File: src/rtl/alu_sched_pkg.sv
// Shared opcode, slot-state and latency definitions for the ALU dispatch scheduler.
package alu_sched_pkg;

  localparam logic [1:0] OP_ADD  = 2'b00;
  localparam logic [1:0] OP_SUB  = 2'b01;
  localparam logic [1:0] OP_MUL  = 2'b10;
  localparam logic [1:0] OP_ZERO = 2'b11;

  typedef enum logic [1:0] {
    S_IDLE = 2'd0,
    S_EXEC = 2'd1,
    S_DONE = 2'd2
  } slot_state_t;

  localparam int LAT_ADD_DEF = 1;
  localparam int LAT_MUL_DEF = 3;

endpackage

File: src/rtl/alu_exec_slot.sv
// One ALU core slot: latches an accepted op, counts down its execute latency,
// then holds the 16-bit result until the output stage drains it.
module alu_exec_slot
  import alu_sched_pkg::*;
#(
  parameter int ID_W    = 2,
  parameter int LAT_ADD = LAT_ADD_DEF,
  parameter int LAT_MUL = LAT_MUL_DEF
) (
  input  logic            clk,
  input  logic            rst,
  input  logic            accept,
  input  logic [7:0]      a,
  input  logic [7:0]      b,
  input  logic [1:0]      op,
  input  logic [ID_W-1:0] id,
  input  logic            drain,
  output logic            idle,
  output logic            done,
  output logic [15:0]     result,
  output logic [ID_W-1:0] owner
);

  localparam int LAT_MAX = (LAT_MUL > LAT_ADD) ? LAT_MUL : LAT_ADD;
  localparam int CNT_W   = (LAT_MAX > 1) ? $clog2(LAT_MAX) : 1;

  slot_state_t      state;
  logic [CNT_W-1:0] cnt;
  logic [7:0]       a_p0;
  logic [7:0]       b_p0;
  logic [1:0]       op_p0;

  function automatic logic [15:0] alu_compute(input logic [7:0] x, input logic [7:0] y,
                                              input logic [1:0] opc);
    logic [15:0] ex;
    logic [15:0] ey;
    logic [15:0] res;
    ex = {8'h00, x};
    ey = {8'h00, y};
    case (opc)
      OP_ADD:  res = ex + ey;
      OP_SUB:  res = ex - ey;
      OP_MUL:  res = ex * ey;
      default: res = 16'h0000;
    endcase
    return res;
  endfunction

  always_ff @(posedge clk) begin
    if (rst) begin
      state <= S_IDLE;
      cnt   <= '0;
    end else begin
      case (state)
        S_IDLE: if (accept) begin
          state <= S_EXEC;
          cnt   <= (op == OP_MUL) ? CNT_W'(LAT_MUL - 1) : CNT_W'(LAT_ADD - 1);
        end
        S_EXEC: if (cnt != '0) cnt <= cnt - 1'b1;
                else           state <= S_DONE;
        S_DONE: if (drain) state <= S_IDLE;
        default: state <= S_IDLE;
      endcase
    end
  end

  // p0: operands captured on accept; result formed on the last execute cycle
  always_ff @(posedge clk) begin
    if (state == S_IDLE && accept) begin
      a_p0  <= a;
      b_p0  <= b;
      op_p0 <= op;
      owner <= id;
    end
    if (state == S_EXEC && cnt == '0) result <= alu_compute(a_p0, b_p0, op_p0);
  end

  assign idle = (state == S_IDLE);
  assign done = (state == S_DONE);

endmodule

File: src/rtl/alu_dispatch_sched.sv
// Round-robin request arbiter feeding NUM_CORES ALU slots, with a single
// registered valid/ready response stage draining the lowest-index finished slot.
module alu_dispatch_sched
  import alu_sched_pkg::*;
#(
  parameter int NUM_REQ   = 4,
  parameter int NUM_CORES = 4,
  parameter int LAT_ADD   = LAT_ADD_DEF,
  parameter int LAT_MUL   = LAT_MUL_DEF
) (
  input  logic                         clk,
  input  logic                         rst,
  input  logic [NUM_REQ-1:0]           req_valid,
  output logic [NUM_REQ-1:0]           req_ready,
  input  logic [NUM_REQ*8-1:0]         req_a,
  input  logic [NUM_REQ*8-1:0]         req_b,
  input  logic [NUM_REQ*2-1:0]         req_op,
  output logic                         rsp_valid,
  input  logic                         rsp_ready,
  output logic [15:0]                  rsp_result,
  output logic [$clog2(NUM_REQ)-1:0]   rsp_id,
  output logic [((NUM_CORES > 1) ? $clog2(NUM_CORES) : 1)-1:0] rsp_core,
  output logic [NUM_CORES-1:0]         core_busy
);

  localparam int ID_W   = $clog2(NUM_REQ);
  localparam int CORE_W = (NUM_CORES > 1) ? $clog2(NUM_CORES) : 1;

  logic [ID_W-1:0]   rr_ptr;
  logic [ID_W-1:0]   grant_idx;
  logic [ID_W-1:0]   scan_idx;
  logic              grant_found;
  logic [7:0]        sel_a;
  logic [7:0]        sel_b;
  logic [1:0]        sel_op;

  logic [NUM_CORES-1:0] idle_vec;
  logic [NUM_CORES-1:0] done_vec;
  logic [NUM_CORES-1:0] slot_accept;
  logic [NUM_CORES-1:0] slot_drain;
  logic [15:0]          slot_result [NUM_CORES];
  logic [ID_W-1:0]      slot_owner  [NUM_CORES];

  logic              free_found;
  logic [CORE_W-1:0] free_idx;
  logic              done_found;
  logic [CORE_W-1:0] done_idx;
  logic              accept;
  logic              rsp_load;

  // Scan requesters starting at rr_ptr, wrapping at NUM_REQ
  always_comb begin
    grant_found = 1'b0;
    grant_idx   = '0;
    scan_idx    = rr_ptr;
    for (int k = 0; k < NUM_REQ; k++) begin
      if (!grant_found && req_valid[scan_idx]) begin
        grant_found = 1'b1;
        grant_idx   = scan_idx;
      end
      if (scan_idx == ID_W'(NUM_REQ - 1)) scan_idx = '0;
      else                                scan_idx = scan_idx + 1'b1;
    end
  end

  always_comb begin
    sel_a  = '0;
    sel_b  = '0;
    sel_op = '0;
    for (int i = 0; i < NUM_REQ; i++) begin
      if (grant_idx == ID_W'(i)) begin
        sel_a  = req_a[i*8 +: 8];
        sel_b  = req_b[i*8 +: 8];
        sel_op = req_op[i*2 +: 2];
      end
    end
  end

  always_comb begin
    free_found = 1'b0;
    free_idx   = '0;
    done_found = 1'b0;
    done_idx   = '0;
    for (int j = NUM_CORES - 1; j >= 0; j--) begin
      if (idle_vec[j]) begin
        free_found = 1'b1;
        free_idx   = CORE_W'(j);
      end
      if (done_vec[j]) begin
        done_found = 1'b1;
        done_idx   = CORE_W'(j);
      end
    end
  end

  assign accept   = grant_found && free_found;
  assign rsp_load = !rsp_valid || rsp_ready;

  always_comb begin
    req_ready = '0;
    if (accept) req_ready[grant_idx] = 1'b1;
  end

  for (genvar j = 0; j < NUM_CORES; j++) begin : g_slot
    assign slot_accept[j] = accept && (free_idx == CORE_W'(j));
    assign slot_drain[j]  = rsp_load && done_found && (done_idx == CORE_W'(j));

    alu_exec_slot #(
      .ID_W    (ID_W),
      .LAT_ADD (LAT_ADD),
      .LAT_MUL (LAT_MUL)
    ) u_slot (
      .clk    (clk),
      .rst    (rst),
      .accept (slot_accept[j]),
      .a      (sel_a),
      .b      (sel_b),
      .op     (sel_op),
      .id     (grant_idx),
      .drain  (slot_drain[j]),
      .idle   (idle_vec[j]),
      .done   (done_vec[j]),
      .result (slot_result[j]),
      .owner  (slot_owner[j])
    );
  end

  assign core_busy = ~idle_vec;

  // p1: response register, refilled whenever empty or being consumed
  always_ff @(posedge clk) begin
    if (rst) begin
      rr_ptr     <= '0;
      rsp_valid  <= 1'b0;
      rsp_result <= '0;
      rsp_id     <= '0;
      rsp_core   <= '0;
    end else begin
      if (accept) rr_ptr <= (grant_idx == ID_W'(NUM_REQ - 1)) ? '0 : grant_idx + 1'b1;
      if (rsp_load) begin
        rsp_valid <= done_found;
        if (done_found) begin
          rsp_result <= slot_result[done_idx];
          rsp_id     <= slot_owner[done_idx];
          rsp_core   <= done_idx;
        end
      end
    end
  end

endmodule

File: config.mk
export PLATFORM = sky130hd
export DESIGN_NAME = alu_dispatch_sched
export DESIGN_NICKNAME = d
export VERILOG_FILES = /design/src/rtl/alu_sched_pkg.sv /design/src/rtl/alu_exec_slot.sv /design/src/rtl/alu_dispatch_sched.sv
export SDC_FILE = /design/constraint.sdc
export NUM_CORES = 1
export LEC_CHECK = 0
export CAP_MARGIN = 20
export CORE_MARGIN = 2
export CORE_UTILIZATION = 33
export CTS_BUF_LIST = sky130_fd_sc_hd__clkbuf_8
export CTS_CLUSTER_DIAMETER = 100
export CTS_CLUSTER_SIZE = 14
export DETAILED_ROUTE_END_ITERATION = 8
export GPL_TIMING_DRIVEN = 0
export PLACE_DENSITY = 0.48
export SLEW_MARGIN = 30
export SYNTH_ARGS = -nofsm -noshare
export SYNTH_HDL_FRONTEND = slang
export SYNTH_SLANG_ARGS = --single-unit
File: constraint.sdc
create_clock -name clk -period 6.6 [get_ports clk]
set_clock_uncertainty 0.15 [all_clocks]
set_input_delay 1.98 -clock clk [delete_from_list [all_inputs] [get_ports clk]]
set_output_delay 1.98 -clock clk [all_outputs]
set_load 0.005 [all_outputs]
After elaboration in Yosys (flattened, before gate mapping). Cells that the tools add are included.

Add/sub/neg operators: 16. Multiply operators: 4. Magnitude comparators: 7. Equal/unequal tests: 45. Mux-type cells: 90. Bitwise logic cells: 2. Reductions and logical operators: 59.

Operators by type and width (number): 16-bit case mux with 3 select lines (4); 2-bit two-way mux (43); 8-bit by 8-bit multiplier with 16-bit output (4); 8-bit two-way mux (8); 8-bit by 8-bit adder with 9-bit output (4); 2-bit == test (second input constant) (18); 8-bit by 8-bit subtractor with 9-bit output (4); 16-bit binary-select mux with 2-bit select (1); 16-bit two-way mux (2); 2-bit zero test (15); 2-bit by 1-bit inequality test with 1-bit output (second input constant) (12); 2-bit case mux with 3 select lines (4); 3-bit AND reduction (8); 2-bit by 1-bit == test with 1-bit output (second input constant) (11); 1-bit logical AND (22); 1-bit two-way mux (17); 2-bit case mux with 2 select lines (4); 2-bit nonzero test (8); 2-bit by 3-bit < comparator with 1-bit output (second input constant) (5); 2-bit by 1-bit adder with 2-bit output (second input constant) (4); 1-bit binary-select mux with 2-bit select (4); 2-bit inequality test (second input constant) (4); 2-bit by 1-bit subtractor with 2-bit output (second input constant) (4); 2-bit binary-select mux with 2-bit select (1); 9 further kinds (12).

Register bits after elaboration: 183. Output and inout port bits: 29.

Longest topological paths before layout. Gate-level depths: netlist of run 1.

Depth in word-level cells: 21. Depth in mapped cells: 17. Mapped depth without buffers: 17.

By module. From an unflattened synthesis of run 1, not the netlist that was laid out.

Cells, all modules: 1994. Area total of the unflattened synthesis: 19018.2 um^2.

By module, submodules not included: alu_exec_slot at g_slot[0].u_slot (times used 1, cells an instance 436, area each 4247.8 um^2, seq. area each 1161.1 um^2); alu_exec_slot at g_slot[3].u_slot (times used 1, cells an instance 425, area each 4224.1 um^2, seq. area each 1161.1 um^2); alu_exec_slot at g_slot[1].u_slot (times used 1, cells an instance 410, area each 4113.9 um^2, seq. area each 1161.1 um^2); alu_exec_slot at g_slot[2].u_slot (times used 1, cells an instance 411, area each 4073.9 um^2, seq. area each 1161.1 um^2); alu_dispatch_sched (times used 1, cells an instance 312, area each 2358.5 um^2, seq. area each 460.4 um^2).

Worst setup path after synthesis of run 1. No wires, ideal clock.

Path kind: input-to-output. From: input req_valid[3]. To: output req_ready[1]. Arrival time: 3955 ps. Slack: 515 ps. Cell stages on the path: 9. Path buffers: 3. Cells stage by stage: clkbuf_1 mux4_2 nor2_1 o22ai_1 inv_1 ha_1 clkbuf_1 clkbuf_1 and2_1.

Word-level cells in the longest chain between the ends: 17. Elaborated cells between the ends (all ways): 29. Classes of those cells: order compare: 2; mux: 19; reduce/logical: 8.

Ends and longest elaborated chain: start, declared (RTL line alu_dispatch_sched.sv:13) `input logic [NUM_REQ-1:0] req_valid,`; 1-bit binary-select mux with 2-bit select (RTL line alu_dispatch_sched.sv:57) `if (!grant_found && req_valid[scan_idx]) begin`; 1-bit two-way mux (implied by the code) (RTL line alu_dispatch_sched.sv:57); 1-bit two-way mux (RTL line alu_dispatch_sched.sv:57); 1-bit zero test (RTL line alu_dispatch_sched.sv:57); 1-bit logical AND (RTL line alu_dispatch_sched.sv:57); 1-bit two-way mux (RTL line alu_dispatch_sched.sv:57); 1-bit zero test (RTL line alu_dispatch_sched.sv:57); 1-bit logical AND (RTL line alu_dispatch_sched.sv:57); (+2 left out); 1-bit logical AND (RTL line alu_dispatch_sched.sv:57); 2-bit two-way mux * (RTL line alu_dispatch_sched.sv:57); named net g_slot[0].u_slot.id[0] (RTL line alu_exec_slot.sv:16) `input logic [ID_W-1:0] id,`; 2-bit by 3-bit < comparator with 1-bit output (implied by the code) / 2-bit by 1-bit >= comparator with 1-bit output (equally long branches) (RTL line alu_dispatch_sched.sv:101) `if (accept) req_ready[grant_idx] = 1'b1;`; 1-bit logical AND (implied by the code) (RTL line alu_dispatch_sched.sv:101); 1-bit two-way mux (implied by the code) (RTL line alu_dispatch_sched.sv:101); 1-bit demux with 2-bit select * (RTL line alu_dispatch_sched.sv:101); 4-bit two-way mux * (RTL line alu_dispatch_sched.sv:101); end, declared (RTL line alu_dispatch_sched.sv:14) `output logic [NUM_REQ-1:0] req_ready,`.

The timed path passes the listed nets; every way through them passes the cells marked *. The select of a mux whose other input is x is not followed.

Final worst setup path of run 1.
From: input req_valid[2]. To: output req_ready[3].

The elaborated chain is that of the path after synthesis.

==> results.toml, run 1 <==
[yosys]
ys_dominant_reg_cell = "edfxtp_1"
async_flop_share_pct = 0
syn_nets = 2414
post_synth_main_area_contributors = "edfxtp_1 (23%), fa_1 (16%), ha_1 (15%)"
synth_enable_flop_cells = 144
yosysTopAreaCell = "edfxtp_1"
yosysUniqueCellTypes = 75
syn_avg_cell_area_um2 = 9.42
number_of_synthesized_register_bits = 183
post_synth_instance_area_um2 = 18500
post_synth_inst_count = 1966
ys.warnings.count = 0
yosysSeqAreaShare_pct = 27.6
share_of_the_synthesized_area_in_the_top_cell_type_pct = 23.4

[hold_path]
hold_path.startpoint = "g_slot[0].u_slot.cnt[1]"
worstHoldPathType = "reg -> reg"

[floorplanning]
core_region_area_um2 = 55300
die_y_um = 241
effective_utilization_at_floorplan_pct = 33.5
rows = 86
die-area_um2 = 58000
io_pins = 108
dieWidth_um = 241

[outcome]
outcome = "finished clean"

[critical_path]
critical_path.cell_chain = "clkdlybuf4s15_2 > mux4_2 > nor2_2 > o22ai_4 > inv_2 > ha_2 > buf_6 > clkbuf_8 > and2_1 > clkdlybuf4s50_1"
critical-path-slowest-cell = "mux4_2"
arrival_ps = 4440
critPathMaxFanout = 10
worst-endpoint-required_ps = 4470
cp_top_family = "buffers and inverters"
beginning_of_the_worst_register_to_register_path = "g_slot[0].u_slot.a_p0[1]"
critPathLaunchType = "primary input"
timing.critical_path.slowest_cell_delay_ps = 590
worstSetupStartpoint = "req_valid[2]"
endpoint_kind = "output pin"
worst-setup-path-type = "in -> out"
critical_path.n_buffers_inverters = 5

[routing]
drtPass1Iterations = 9
drt-met1-wl_um = 25700
wl_um = 53900
drt-wirelength-per-cell_um = 18.8
route.met2.wl_um = 24200
routed_via_density = 5.02
residual_drc_count = 0
wl_met3_um = 2480
highest_layer = "met5"
antenna_violating_nets_post_route = 0
initialDrtViolationCount = 920
vias = 14400

[global_routing]
number_of_antenna_violations_at_the_first_check_in_global_routing = 10
grt_start_max_net_pins = 21
global_route_total_usage_across_every_layer_pct = 19.2
grt_first_pass_wirelength_um = 85000
via_count_of_the_first_global_routing_pass = 14800
globalRouteOverflowTotal = 0

[timing]
tightestPinTransition_ps = 896
final_min_period_over_clock_period_pct = 99.6
unrepaired_setup_endpoints_after_global_routing = "yes"
final_hold_viol_count = 0
maxClockFrequency_mhz = 152
setup_viol = 0
finalCriticalPeriod_ps = 6570
finalHoldWorstSlack_ps = 328
slew-limit-headroom_pct = 39.9
tns_ps = 0
final-max-slew-violation-count = 0

[placement]
final_weighted_congestion_in_routability_driven_placement = 0.859
dp.final_hpwl_um = 43600
port_bufs = 105

[clock_network]
clock_sink_count = 183
clk_tree_root_cell = "clkbuf_8"
clkSlewWorstSetupHoldPaths_ps = 100
cts_tree = "done"
cts_hold_repair.buffers = 0
ctsHtreeMaxLevel = 4
clock_path_buffers = 2
clock_latency_on_the_worst_skew_pair_ps = 500
cts_made_buffers = 17

[cells_and_area]
drive_above_1_share_pct = 5.29
fin_nets = 2553
layout.cells.most_common = "inv_1"
layout.filler_cells = 5686
layout_common_cells = "inv_1 (282), ha_1 (214), and2_1 (166)"
multi_input_comb_area_um2 = 12300
seqCellArea_um2 = 5100
layout_overhead_on_the_synthesized_area_pct = 14.4

[flow_run]
cap_violations = 0
stage by stage:
stage               instance area [um2]  util [%]  std cells  setup slack (ps)
floorplan                         18500         -       1966               515
CTS                               21100      38.2       2865              7.94
detailed placement                20700      37.4       2831             -1140
global placement                  20500      37.1       2819              -983
global route                      21200      38.3       2866             -37.8
finish                            21200      38.3       2867              28.8
layer usage:
metal | vias up | GRT usage, %
li1 | 6998 | -
met1 | 6983 | 26.8
met2 | 350 | 30.9
met3 | 56 | 2.38
met4 | 2 | 6.38
met5 | - | 0
worst paths after layout:
check,to,slack [ps],cells past startpoint
worst min register to register,g_slot[0].u_slot.cnt[1],330,2
worst min-delay path,g_slot[0].u_slot.cnt[1],330,2
worst max register to register,g_slot[0].u_slot.result[14],1020,14
worst max-delay path,req_ready[3],30,10
worst min-delay path, cell delays in order (launching register included):
cell	delay, ps
dfxtp_1	310
inv_1	70
a211oi_1	60
area by class of cell:
class,count,share of cell area [%]
inverters,283,5.02
plain buffers,44,1.02
clock inverters,14,0.620
flip-flops and latches,183,24.1
repair buffers,122,5.67
well taps,748,4.42
multi-input cells,1454,58.0
clock buffers,18,1.17
diodes,1,0.0118
kinds of logic after synthesis:
group / Yosys count / synth area share [%]
buf+inv: 329 / 6.75
fa+ha+maj: 369 / 31.1
flops: 183 / 27.6
xor+xnor: 58 / 2.74
simple gates: 565 / 15.1
compound gates: 447 / 15.9
mux: 15 / 0.892
state kept, by name, summed over array words and instances, names as in the netlist:
signal                cells
g_slot.u_slot.result     64
g_slot.u_slot.owner       8
rsp_valid                 1
g_slot.u_slot.a_p0       32
rsp_id                    2
g_slot.u_slot.b_p0       32
g_slot.u_slot.cnt         8
rsp_core                  2
rr_ptr                    2
rsp_result               16
g_slot.u_slot.op_p0       8
g_slot.u_slot.state       8
what timing repair did:
action / in CTS / in global routing
pin swaps: 3 / 3
setup endpoints to repair: 4 / 3
resized for setup: 28 / 15
setup buffers: 3 / 2
cell usage after synthesis (all sizes together), types with 26 or more instances:
master,n
edfxtp,144
o21ai,116
xor2,28
fa,152
nor3,34
a21oi,108
clkbuf,41
a22oi,38
nand2,138
and2,168
xnor2,30
ha,217
nor2,146
dfxtp,39
a21o,26
inv,283
Power of run 1 is not shown: default switching activity piles up to over one toggle a cycle in this logic, so the estimate is an artifact.
==> inputs of run 2 (changes only) <==
HOLD_SLACK_MARGIN = 0.02   (was unset)
==> results of run 2 <==
The final DEF is identical to that of run 1; final timing and power are the same.
Power of run 2 is left out for the same reason.
